--- config.mk ---
export PLATFORM = sky130hd
export DESIGN_NAME = fifo_stream_reader
export DESIGN_NICKNAME = d
export VERILOG_FILES = /design/src/rtl/fifo_stream_reader.sv
export SDC_FILE = /design/constraint.sdc
export NUM_CORES = 1
export LEC_CHECK = 0
export ABC_AREA = 1
export CAP_MARGIN = 20
export CORE_AREA = 5 5 71 73
export CTS_BUF_LIST = sky130_fd_sc_hd__clkbuf_4
export DETAILED_ROUTE_END_ITERATION = 10
export DIE_AREA = 0 0 76 78
export PLACE_DENSITY = 0.76
export SLEW_MARGIN = 20
export SYNTH_ARGS = -nofsm -noshare
export SYNTH_HDL_FRONTEND = slang
export SYNTH_SLANG_ARGS = --single-unit
--- constraint.sdc ---
create_clock -name clk_i -period 2.6 [get_ports clk_i]
set_input_delay 0.39 -clock clk_i [delete_from_list [all_inputs] [get_ports clk_i]]
set_output_delay 0.39 -clock clk_i [all_outputs]
set_load 0.005 [all_outputs]
--- src/rtl/fifo_stream_reader.sv ---
// Read-side adapter for fifo_sync: turns the FIFO's r_en/data_out port (one-cycle
// read latency) into a valid/ready stream through a 2-entry skid buffer.
module fifo_stream_reader #(
  parameter int DATA_WIDTH = 8,
  parameter int BURST_LEN  = 4,
  parameter int CNT_WIDTH  = 16
) (
  input  logic                  clk_i,
  input  logic                  resetn_i,
  input  logic [DATA_WIDTH-1:0] fifo_data_i,
  input  logic                  fifo_empty_i,
  output logic                  fifo_r_en_o,
  output logic [DATA_WIDTH-1:0] m_data_o,
  output logic                  m_valid_o,
  input  logic                  m_ready_i,
  output logic                  m_last_o,
  output logic [CNT_WIDTH-1:0]  word_cnt_o,
  output logic                  idle_o
);

  localparam int BW = (BURST_LEN > 1) ? $clog2(BURST_LEN) : 1;
  localparam logic [BW-1:0] LAST_BEAT = BW'(BURST_LEN - 1);

  logic [1:0]            occ;
  logic                  inflight;
  logic [BW-1:0]         beat;
  logic [CNT_WIDTH-1:0]  word_cnt;
  logic [DATA_WIDTH-1:0] head_q, tail_q;
  logic                  accept;
  logic [2:0]            pending;

  assign m_valid_o = (occ != 2'd0);
  assign accept    = m_valid_o & m_ready_i;

  // Words that will occupy the buffer after this edge, before any new pop;
  // a pop is allowed only if its word is guaranteed a free slot on capture.
  assign pending     = {1'b0, occ} + {2'b0, inflight} - {2'b0, accept};
  assign fifo_r_en_o = resetn_i & ~fifo_empty_i & (pending <= 3'd1);

  assign m_data_o   = head_q;
  assign m_last_o   = m_valid_o & (beat == LAST_BEAT);
  assign word_cnt_o = word_cnt;
  assign idle_o     = (occ == 2'd0) & ~inflight & fifo_empty_i;

  always_ff @(posedge clk_i or negedge resetn_i) begin
    if (!resetn_i) begin
      occ      <= 2'd0;
      inflight <= 1'b0;
      beat     <= '0;
      word_cnt <= '0;
      head_q   <= '0;
      tail_q   <= '0;
    end else begin
      inflight <= fifo_r_en_o;
      // inflight doubles as the capture strobe: the popped word is on fifo_data_i now
      case ({inflight, accept})
        2'b10: begin
          if (occ == 2'd0) head_q <= fifo_data_i;
          else             tail_q <= fifo_data_i;
          occ <= occ + 2'd1;
        end
        2'b01: begin
          head_q <= tail_q;
          occ    <= occ - 2'd1;
        end
        2'b11: begin
          if (occ == 2'd2) begin
            head_q <= tail_q;
            tail_q <= fifo_data_i;
          end else begin
            head_q <= fifo_data_i;
          end
        end
        default: ;
      endcase
      if (accept) begin
        word_cnt <= word_cnt + 1'b1;
        beat     <= (beat == LAST_BEAT) ? '0 : beat + 1'b1;
      end
    end
  end

endmodule

==> metrics.json, run 1 <==
{
  "place": {
    "port_buffers": 39,
    "pre_cts_slack_ps": -554,
    "hpwlAfterDp_microns": 3040,
    "gp_routability_congestion": 0.759
  },
  "timing": {
    "postLayoutSetupSlackWorst_ps": -62.3,
    "hold-worst-slack_ps": 114,
    "post-route-min-period_ps": 2660,
    "clock.fmax_mhz": 376,
    "worstMarginPinSlew_ps": 484,
    "period_share": 1.02,
    "report.final.setup_viol": 1,
    "grt_setup_unrepaired": "true",
    "hold_violations": 0,
    "timing.slew.headroom": 0.677,
    "finClkSkew_ps": 3.95,
    "finalSetupTns_ps": -62.3,
    "timing.final.max_slew_violations": 0
  },
  "grt": {
    "grt_start_max_net_pins": 38,
    "grt_antenna_before_repair": 0,
    "vias_in_the_first_global_route": 1646,
    "grt_pass1_wl_microns": 7730,
    "globalRouteOverflowTotal": 0,
    "grt_use_total": 0.158
  },
  "floorplanning": {
    "start_util": 0.467,
    "row_count": 24,
    "ioPinCount": 40,
    "design.core.area_sq_mm": 0.00429,
    "die_height_microns": 78,
    "die_area_sq_mm": 0.00593,
    "die_width_microns": 76
  },
  "clock_tree": {
    "cts_root_buf": "sky130_fd_sc_hd__clkbuf_4",
    "numCtsBuffers": 5,
    "cts_tree": "built",
    "clock_sink_count": 37,
    "clock_transition_at_path_regs_ps": 110,
    "insertion_delay_ps": 350,
    "ctsHtreeMaxLevel": 2,
    "maximum_clock_path_buffer_count": 2,
    "cts_hold_repair.buffers": 0
  },
  "power_and_ir_drop": {
    "switching_power_mw": 1.02,
    "ir_worst_vdd_v": 0.000582,
    "netSwitchingFraction": 0.386,
    "p_total_mw": 2.64,
    "power.share.combinational": 0.489,
    "total_leakage_power_nw": 1.28,
    "cellPowerDensity_mw_per_mm2": 1010,
    "power_frac_seq": 0.357,
    "power.clock.fraction": 0.154,
    "internal-power_mw": 1.62
  },
  "logic_synthesis": {
    "synthDistinctLibCells": 26,
    "netlist_area_sq_mm": 0.00200,
    "postSynthAreaPerCell_sq_um": 8.32,
    "number_of_nets_produced_by_synthesis": 259,
    "synth_top_area_cell": "sky130_fd_sc_hd__dfrtp_1",
    "synth_seq_cells": 37,
    "ys_seq_area_frac": 0.462,
    "yosysTopAreaCellShare": 0.462,
    "yosysWarnings": 0,
    "ys_top_cells_by_area": "sky130_fd_sc_hd__dfrtp_1 46%, sky130_fd_sc_hd__nand2_1 16%, sky130_fd_sc_hd__nand3_1 5.7%",
    "synthCells": 241
  },
  "routing": {
    "route.final.wire_length_microns": 4500,
    "drt_drc_violations_left": 0,
    "detail_route.first_pass.iterations": 4,
    "wl_per_cell_microns": 12.9,
    "num_vias": 1759,
    "vias_per_cell": 5.05,
    "final_antenna_net_count": 0,
    "drtIter0Drc": 84
  },
  "critical_path": {
    "r2r-end": "inflight$_DFF_PN0_",
    "crit_type": "reg -> out",
    "worst_r2r_path_depth": 9,
    "critPathCapture": "fifo_r_en_o",
    "cp-startpoint": "occ[1]$_DFFE_PN0N_",
    "path_cells": "o21ai_4 -> ha_4 -> inv_2 -> ha_4 -> inv_2 -> fa_1 -> nand3_2 -> nor2_2 -> buf_2",
    "cp-start-kind": "register",
    "max_stage_delay_ps": 500,
    "setup.worst_path.end_class": "primary output",
    "critPathMaxFanout": 2,
    "timing.critical_path.arrival_ps": 2270,
    "worst_r2r_startpoint": "occ[1]$_DFFE_PN0N_",
    "slack_of_the_worst_reg_to_reg_path_ps": 650,
    "timing.critical_path.slowest_stage_cell": "sky130_fd_sc_hd__fa_1",
    "cp_data_required_time_ps": 2210
  },
  "finish": {
    "nets": 313,
    "insertedDiodeCount": 0,
    "fillers": 377,
    "area_growth_syn_to_layout_pct": 30.6,
    "post_route_cells_drive_above_1_share": 0.128
  },
  "status": {
    "run_status": "complete, but fails checks",
    "failed_checks": "negative setup slack"
  },
  "min_path": {
    "hold_path_class": "in -> async"
  },
  "run": {
    "maxCapViolations": 0
  }
}
==> cell type report <==
class / count / area [sq um] / share of cell area
Timing Repair Buffer: 50 / 468 / 0.179
Sequential cell: 37 / 926 / 0.354
Tap cell: 52 / 65.1 / 0.0248
Inverter: 25 / 93.8 / 0.0358
Clock buffer: 6 / 45.0 / 0.0172
Multi-Input combinational cell: 176 / 987 / 0.377
Clock inverter: 2 / 33.8 / 0.0129
==> routing by layer <==
metal	routed length, microns	track usage	vias up
met2	2210	0.260	65
li1	-	-	872
met5	0	0	-
met3	364	0.0440	7
met1	1870	0.201	815
met4	54	0.0480	0
==> cell families after synthesis <==
family                   count (synthesis)  synth area share
XOR/XNOR                                16            0.0699
AO/OA/AOI/OAI                           21            0.0624
adder cells (fa/ha/maj)                  6            0.0412
AND/OR/NAND/NOR                        133             0.303
buffers and inverters                   28            0.0618
flip-flops                              37             0.462
==> worst min-delay path by stage <==
stage | to | slack [ps]
4_1_cts | occ[1]$_DFFE_PN0N_ | 120
6_report | word_cnt_o[5]$_DFFE_PN0P_ | 110
3_3_place_gp | beat[1]$_DFFE_PN0P_ | 470
2_1_floorplan | beat[0]$_DFFE_PN0P_ | 90
3_5_place_dp | m_data_o[3]$_DFFE_PN0P_ | 480
5_1_grt | word_cnt_o[9]$_DFFE_PN0P_ | 150
==> critical path, delay by kind of cell (launching register included) <==
kind	cells	cell delay, ps
AO/OA/AOI/OAI	1	200
adder cells (fa/ha/maj)	3	850
buffers and inverters	3	230
flip-flops	1	420
AND/OR/NAND/NOR	2	220
==> cells in the final DEF, fill, tap and decap left out, drive strengths merged, types with 5 or more instances in the layout <==
master and n:
nand3 24, clkdlybuf4s50 35, o21ai 18, xnor2 8, buf 13, dfrtp 37
inv 25, nor2 20, xor2 8, clkbuf 6, nand2 86, ha 5
==> state kept, by name (all words and copies together) (netlist names) <==
name and cells:
m_data_o 8, tail_q 8, occ 2, beat 2, inflight 1, word_cnt_o 16
==> synthesized netlist by cell type <==
library cell,n
sky130_fd_sc_hd__nand2_2,1
sky130_fd_sc_hd__nand2_1,83
sky130_fd_sc_hd__nand3_1,23
sky130_fd_sc_hd__fa_1,1
sky130_fd_sc_hd__nor2_2,3
sky130_fd_sc_hd__o21ai_0,4
sky130_fd_sc_hd__nor2_8,2
sky130_fd_sc_hd__inv_1,25
sky130_fd_sc_hd__o21ai_2,1
sky130_fd_sc_hd__xnor2_1,8
sky130_fd_sc_hd__nor3_1,1
sky130_fd_sc_hd__ha_1,5
sky130_fd_sc_hd__buf_4,1
sky130_fd_sc_hd__nand2_4,2
sky130_fd_sc_hd__o21ai_1,12
sky130_fd_sc_hd__nor2_4,1
sky130_fd_sc_hd__nand3_2,1
sky130_fd_sc_hd__nor2_1,14
sky130_fd_sc_hd__buf_6,2
sky130_fd_sc_hd__nand3b_1,1
sky130_fd_sc_hd__nand4_1,1
sky130_fd_sc_hd__o21a_1,1
sky130_fd_sc_hd__o21ai_4,1
sky130_fd_sc_hd__dfrtp_1,37
sky130_fd_sc_hd__a31oi_1,2
sky130_fd_sc_hd__xor2_1,8
==> per-stage QoR <==
stage	instance area, sq um	util	std cells
after floorplan	2000	-	241
after global placement	2480	0.577	336
after detailed placement	2480	0.577	336
after CTS	2580	0.600	346
after global routing	2620	0.610	348
final	2620	0.610	348
==> power by group through the flow <==
stage                     logic, mW  clock network, mW  registers (mW)
after CTS                      1.24              0.419           0.939
after floorplan               0.725                  0           0.930
after detailed placement       1.20                  0           0.950
after global placement         1.17                  0           0.941
after global routing           1.45              0.444           0.972
final                          1.29              0.407           0.942
==> what timing repair did <==
item	in CTS	in global routing
setup endpoints to repair	1	1
setup buffers	2	2
pin swaps	2	3
resized for setup	6	8
Note: power is estimated with default switching activity, not from simulation.
==> run 2: changes to the inputs <==
--- a/config.mk
+++ b/config.mk
@@ -7,11 +7,12 @@
 export LEC_CHECK = 0
 export ABC_AREA = 1
 export CAP_MARGIN = 20
-export CORE_AREA = 5 5 71 73
+export CORE_AREA = 2 2 68 70
 export CTS_BUF_LIST = sky130_fd_sc_hd__clkbuf_4
 export DETAILED_ROUTE_END_ITERATION = 10
-export DIE_AREA = 0 0 76 78
+export DIE_AREA = 0 0 70 72
 export PLACE_DENSITY = 0.76
+export SKIP_CTS_REPAIR_TIMING = 1
 export SLEW_MARGIN = 20
 export SYNTH_ARGS = -nofsm -noshare
 export SYNTH_HDL_FRONTEND = slang
==> run 2 against run 1 <==
Against the previous run: the flow still finishes with violations (negative setup slack); worst setup slack improved by 52 ps; highest routed layer unchanged; core utilization is 1.2 points lower; sequential power hardly changed; critical path depth stayed put; sequential share of layout area is 0.95 points higher; routed wire length is 6.3% lower; combinational power shrank 6%; register-to-register slack improved by 140 ps; via count fell by 2.2%; final cell count shrank 1.1%.
==> metrics.json, run 2 (synthesis results as in run 1) <==
{
  "status": {
    "run_status": {"value": "complete, but fails checks", "change": "unchanged"},
    "failed_checks": {"value": "negative setup slack", "change": "unchanged"}
  },
  "critical_path": {
    "slack_of_the_worst_reg_to_reg_path": {"value": 790, "unit": "ps", "change": "was 650 ps"},
    "critPathMaxFanout": {"value": 2, "change": "unchanged"},
    "timing.critical_path.slowest_stage_cell": {"value": "sky130_fd_sc_hd__fa_1", "change": "unchanged"},
    "timing.critical_path.buf_inv": {"value": 3, "change": "unchanged"},
    "worst_r2r_path_depth": {"value": 8, "change": "was 9"},
    "crit_path_frequent_cell": "sky130_fd_sc_hd__inv_1",
    "cp-start-kind": {"value": "register", "change": "unchanged"},
    "path_cells": {"value": "o21ai_4 -> ha_4 -> inv_1 -> ha_1 -> inv_1 -> fa_1 -> nand3_2 -> nor2_2 -> clkbuf_2", "change": "was o21ai_4 -> ha_4 -> inv_2 -> ha_4 -> inv_2 -> fa_1 -> nand3_2 -> nor2_2 -> buf_2"},
    "cp_data_required_time": {"value": 2210, "unit": "ps", "change": "about the same"},
    "worst_path_dominant_cell_family": {"value": "adder cells", "change": "unchanged"},
    "worst_r2r_startpoint": {"value": "occ[0]$_DFFE_PN0N_", "change": "was occ[1]$_DFFE_PN0N_"},
    "r2r-end": {"value": "inflight$_DFF_PN0_", "change": "unchanged"},
    "crit_type": {"value": "reg -> out", "change": "unchanged"},
    "max_stage_delay": {"value": 500, "unit": "ps", "change": "about the same"},
    "timing.critical_path.arrival": {"value": 2220, "unit": "ps", "change": "was 2270 ps"},
    "setup.worst_path.end_class": {"value": "primary output", "change": "unchanged"}
  },
  "power_and_ir_drop": {
    "switching_power": {"value": 0.982, "unit": "mW", "change": "was 1.02 mW"},
    "cellPowerDensity": {"value": 965, "unit": "mW/mm^2", "change": "was 1010 mW/mm^2"},
    "internal-power": {"value": 1.48, "unit": "mW", "change": "was 1.62 mW"},
    "total_leakage_power": {"value": 1.25, "unit": "nW", "change": "was 1.28 nW"},
    "ir_worst_vdd": {"value": 0.000503, "unit": "V", "change": "was 0.000582 V"},
    "p_total": {"value": 2.46, "unit": "mW", "change": "was 2.64 mW"},
    "power.share.combinational": {"value": 0.491, "change": "was 0.489"},
    "power_frac_seq": {"value": 0.382, "change": "was 0.357"},
    "power.clock.fraction": {"value": 0.127, "change": "was 0.154"},
    "netSwitchingFraction": {"value": 0.399, "change": "was 0.386"}
  },
  "floorplanning": {
    "die_width": {"value": 70, "unit": "microns", "change": "was 76 microns"},
    "die_height": {"value": 72, "unit": "microns", "change": "was 78 microns"},
    "die_area": {"value": 0.00504, "unit": "sq mm", "change": "was 0.00593 sq mm"},
    "row_count": {"value": 24, "change": "unchanged"},
    "ioPinCount": {"value": 40, "change": "unchanged"},
    "start_util": {"value": 0.470, "change": "was 0.467"},
    "design.core.area": {"value": 0.00426, "unit": "sq mm", "change": "was 0.00429 sq mm"}
  },
  "grt": {
    "globalRouteOverflowTotal": {"value": 0, "change": "unchanged"},
    "grt_pass1_wl": {"value": 7290, "unit": "microns", "change": "was 7730 microns"},
    "grt_use_total": {"value": 0.182, "change": "was 0.158"},
    "vias_in_the_first_global_route": {"value": 1676, "change": "was 1,646"},
    "grt_antenna_before_repair": {"value": 0, "change": "unchanged"},
    "grt_start_max_net_pins": {"value": 38, "change": "unchanged"}
  },
  "timing": {
    "hold_violations": {"value": 0, "change": "unchanged"},
    "report.final.setup_viol": {"value": 1, "change": "unchanged"},
    "grt_setup_unrepaired": {"value": "true", "change": "unchanged"},
    "post-route-min-period": {"value": 2610, "unit": "ps", "change": "was 2660 ps"},
    "clock.fmax": {"value": 383, "unit": "MHz", "change": "was 376 MHz"},
    "worstMarginPinSlew": {"value": 474, "unit": "ps", "change": "was 484 ps"},
    "postLayoutSetupSlackWorst": {"value": -10.1, "unit": "ps", "change": "was -62.3 ps"},
    "period_share": {"value": 1.00, "change": "was 1.02"},
    "timing.final.max_slew_violations": {"value": 0, "change": "unchanged"},
    "timing.slew.headroom": {"value": 0.684, "change": "was 0.677"},
    "finClkSkew": {"value": 10.2, "unit": "ps", "change": "was 3.95 ps"}
  },
  "finish": {
    "fin_util": {"value": 0.598, "change": "was 0.610"},
    "largest_reg_flops": {"value": 16, "change": "unchanged"},
    "area_growth_syn_to_layout": {"value": 27.2, "unit": "%", "change": "was 30.6%"},
    "post_route_cells_drive_above_1_share": {"value": 0.110, "change": "was 0.128"},
    "nets": {"value": 309, "change": "was 313"},
    "insertedDiodeCount": {"value": 0, "change": "unchanged"},
    "layout.cells.most_common": {"value": "sky130_fd_sc_hd__nand2_1", "change": "unchanged"},
    "most-common-layout-cells": {"value": "83 x sky130_fd_sc_hd__nand2_1, 37 x sky130_fd_sc_hd__dfrtp_1, 36 x sky130_fd_sc_hd__clkdlybuf4s50_1", "change": "was 83 x sky130_fd_sc_hd__nand2_1, 37 x sky130_fd_sc_hd__dfrtp_1, 35 x sky130_fd_sc_hd__clkdlybuf4s50_1"},
    "final-instance-count-excl-fill": {"value": 344, "change": "was 348"}
  },
  "routing": {
    "final_antenna_net_count": {"value": 0, "change": "unchanged"},
    "drt_drc_violations_left": {"value": 0, "change": "unchanged"},
    "drtIter0Drc": {"value": 93, "change": "was 84"},
    "num_vias": {"value": 1721, "change": "was 1,759"},
    "detail_route.first_pass.iterations": {"value": 4, "change": "unchanged"},
    "vias_per_cell": {"value": 5.00, "change": "was 5.05"},
    "route.final.wire_length": {"value": 4210, "unit": "microns", "change": "was 4500 microns"},
    "wl_per_cell": {"value": 12.3, "unit": "microns", "change": "was 12.9 microns"}
  },
  "place": {
    "port_buffers": {"value": 39, "change": "unchanged"},
    "gp_routability_congestion": {"value": 0.870, "change": "was 0.759"},
    "numPlacedInstances": {"value": 336, "change": "unchanged"},
    "hpwlAfterDp": {"value": 3040, "unit": "microns", "change": "about the same"}
  },
  "clock_tree": {
    "cts_tree": {"value": "built", "change": "unchanged"},
    "cts_root_buf": {"value": "sky130_fd_sc_hd__clkbuf_4", "change": "unchanged"},
    "ctsHtreeMaxLevel": {"value": 2, "change": "unchanged"},
    "clock_transition_at_path_regs": {"value": 120, "unit": "ps", "change": "was 110 ps"},
    "insertion_delay": {"value": 350, "unit": "ps", "change": "about the same"},
    "maximum_clock_path_buffer_count": {"value": 2, "change": "unchanged"},
    "clock_sink_count": {"value": 37, "change": "unchanged"},
    "numCtsBuffers": {"value": 5, "change": "unchanged"}
  },
  "run": {
    "maxCapViolations": {"value": 0, "change": "unchanged"}
  },
  "min_path": {
    "hold_path_class": {"value": "in -> async", "change": "unchanged"}
  }
}
run 2: cell count changes in the layout (fill, tap and decap cells not counted), moves of 2 or more:
cell and change:
sky130_fd_sc_hd__inv_2 -2, sky130_fd_sc_hd__inv_1 +2, sky130_fd_sc_hd__clkinv_2 +2, sky130_fd_sc_hd__buf_4 -3
run 2: layout make-up:
type                            count  area [sq um]
Sequential cell                    37           926
Inverter                           25          93.8
Tap cell                           52          65.1
Fill cell                         395          1710
Timing Repair Buffer               46           435
Multi-Input combinational cell    176           975
Clock buffer                        6          45.0
Clock inverter                      2          10.0
run 2: routing by layer:
layer  up-vias  GRT usage  wire, microns
met3         5     0.0472            219
met1       805      0.216           1860
li1        860          -              -
met4         0     0.0748             47
met2        51      0.317           2090
met5         -          0              0
run 2: worst max path at each step:
stage                                  start          end  slack [ps]  cells after the start
after CTS                          m_ready_i  fifo_r_en_o        -550                     10
after detailed placement           m_ready_i  fifo_r_en_o        -550                     10
after floorplan           occ[1]$_DFFE_PN0N_  fifo_r_en_o          50                     10
final                     occ[0]$_DFFE_PN0N_  fifo_r_en_o         -10                      9
after global placement             m_ready_i  fifo_r_en_o        -490                     10
after global routing      occ[0]$_DFFE_PN0N_  fifo_r_en_o        -110                      9
run 2: power groups by stage:
stage | combinational, mW | clock (mW) | sequential, mW
2_1_floorplan | 0.725 | 0 | 0.930
5_1_grt | 1.35 | 0.340 | 0.965
3_3_place_gp | 1.16 | 0 | 0.942
4_1_cts | 1.21 | 0.316 | 0.940
3_5_place_dp | 1.20 | 0 | 0.950
6_report | 1.21 | 0.313 | 0.941
run 2: stage by stage:
step	hold WS, ps	setup TNS (ps)	area, sq um	worst slack [ps]
2_1_floorplan	94.4	0	2000	53.3
3_3_place_gp	471	-488	2480	-488
3_5_place_dp	474	-545	2480	-545
4_1_cts	129	-549	2530	-549
5_1_grt	164	-113	2550	-113
6_report	122	-10.1	2550	-10.1
run 2: worst register-to-register path, delay by kind of cell, from the launching register on:
kind                       cells  cell delay (ps)
AOI/OAI and AO/OA              1              190
adders and majority gates      3              850
buffers and inverters          2              100
DFF                            1              430
and+or+nand+nor                2              170
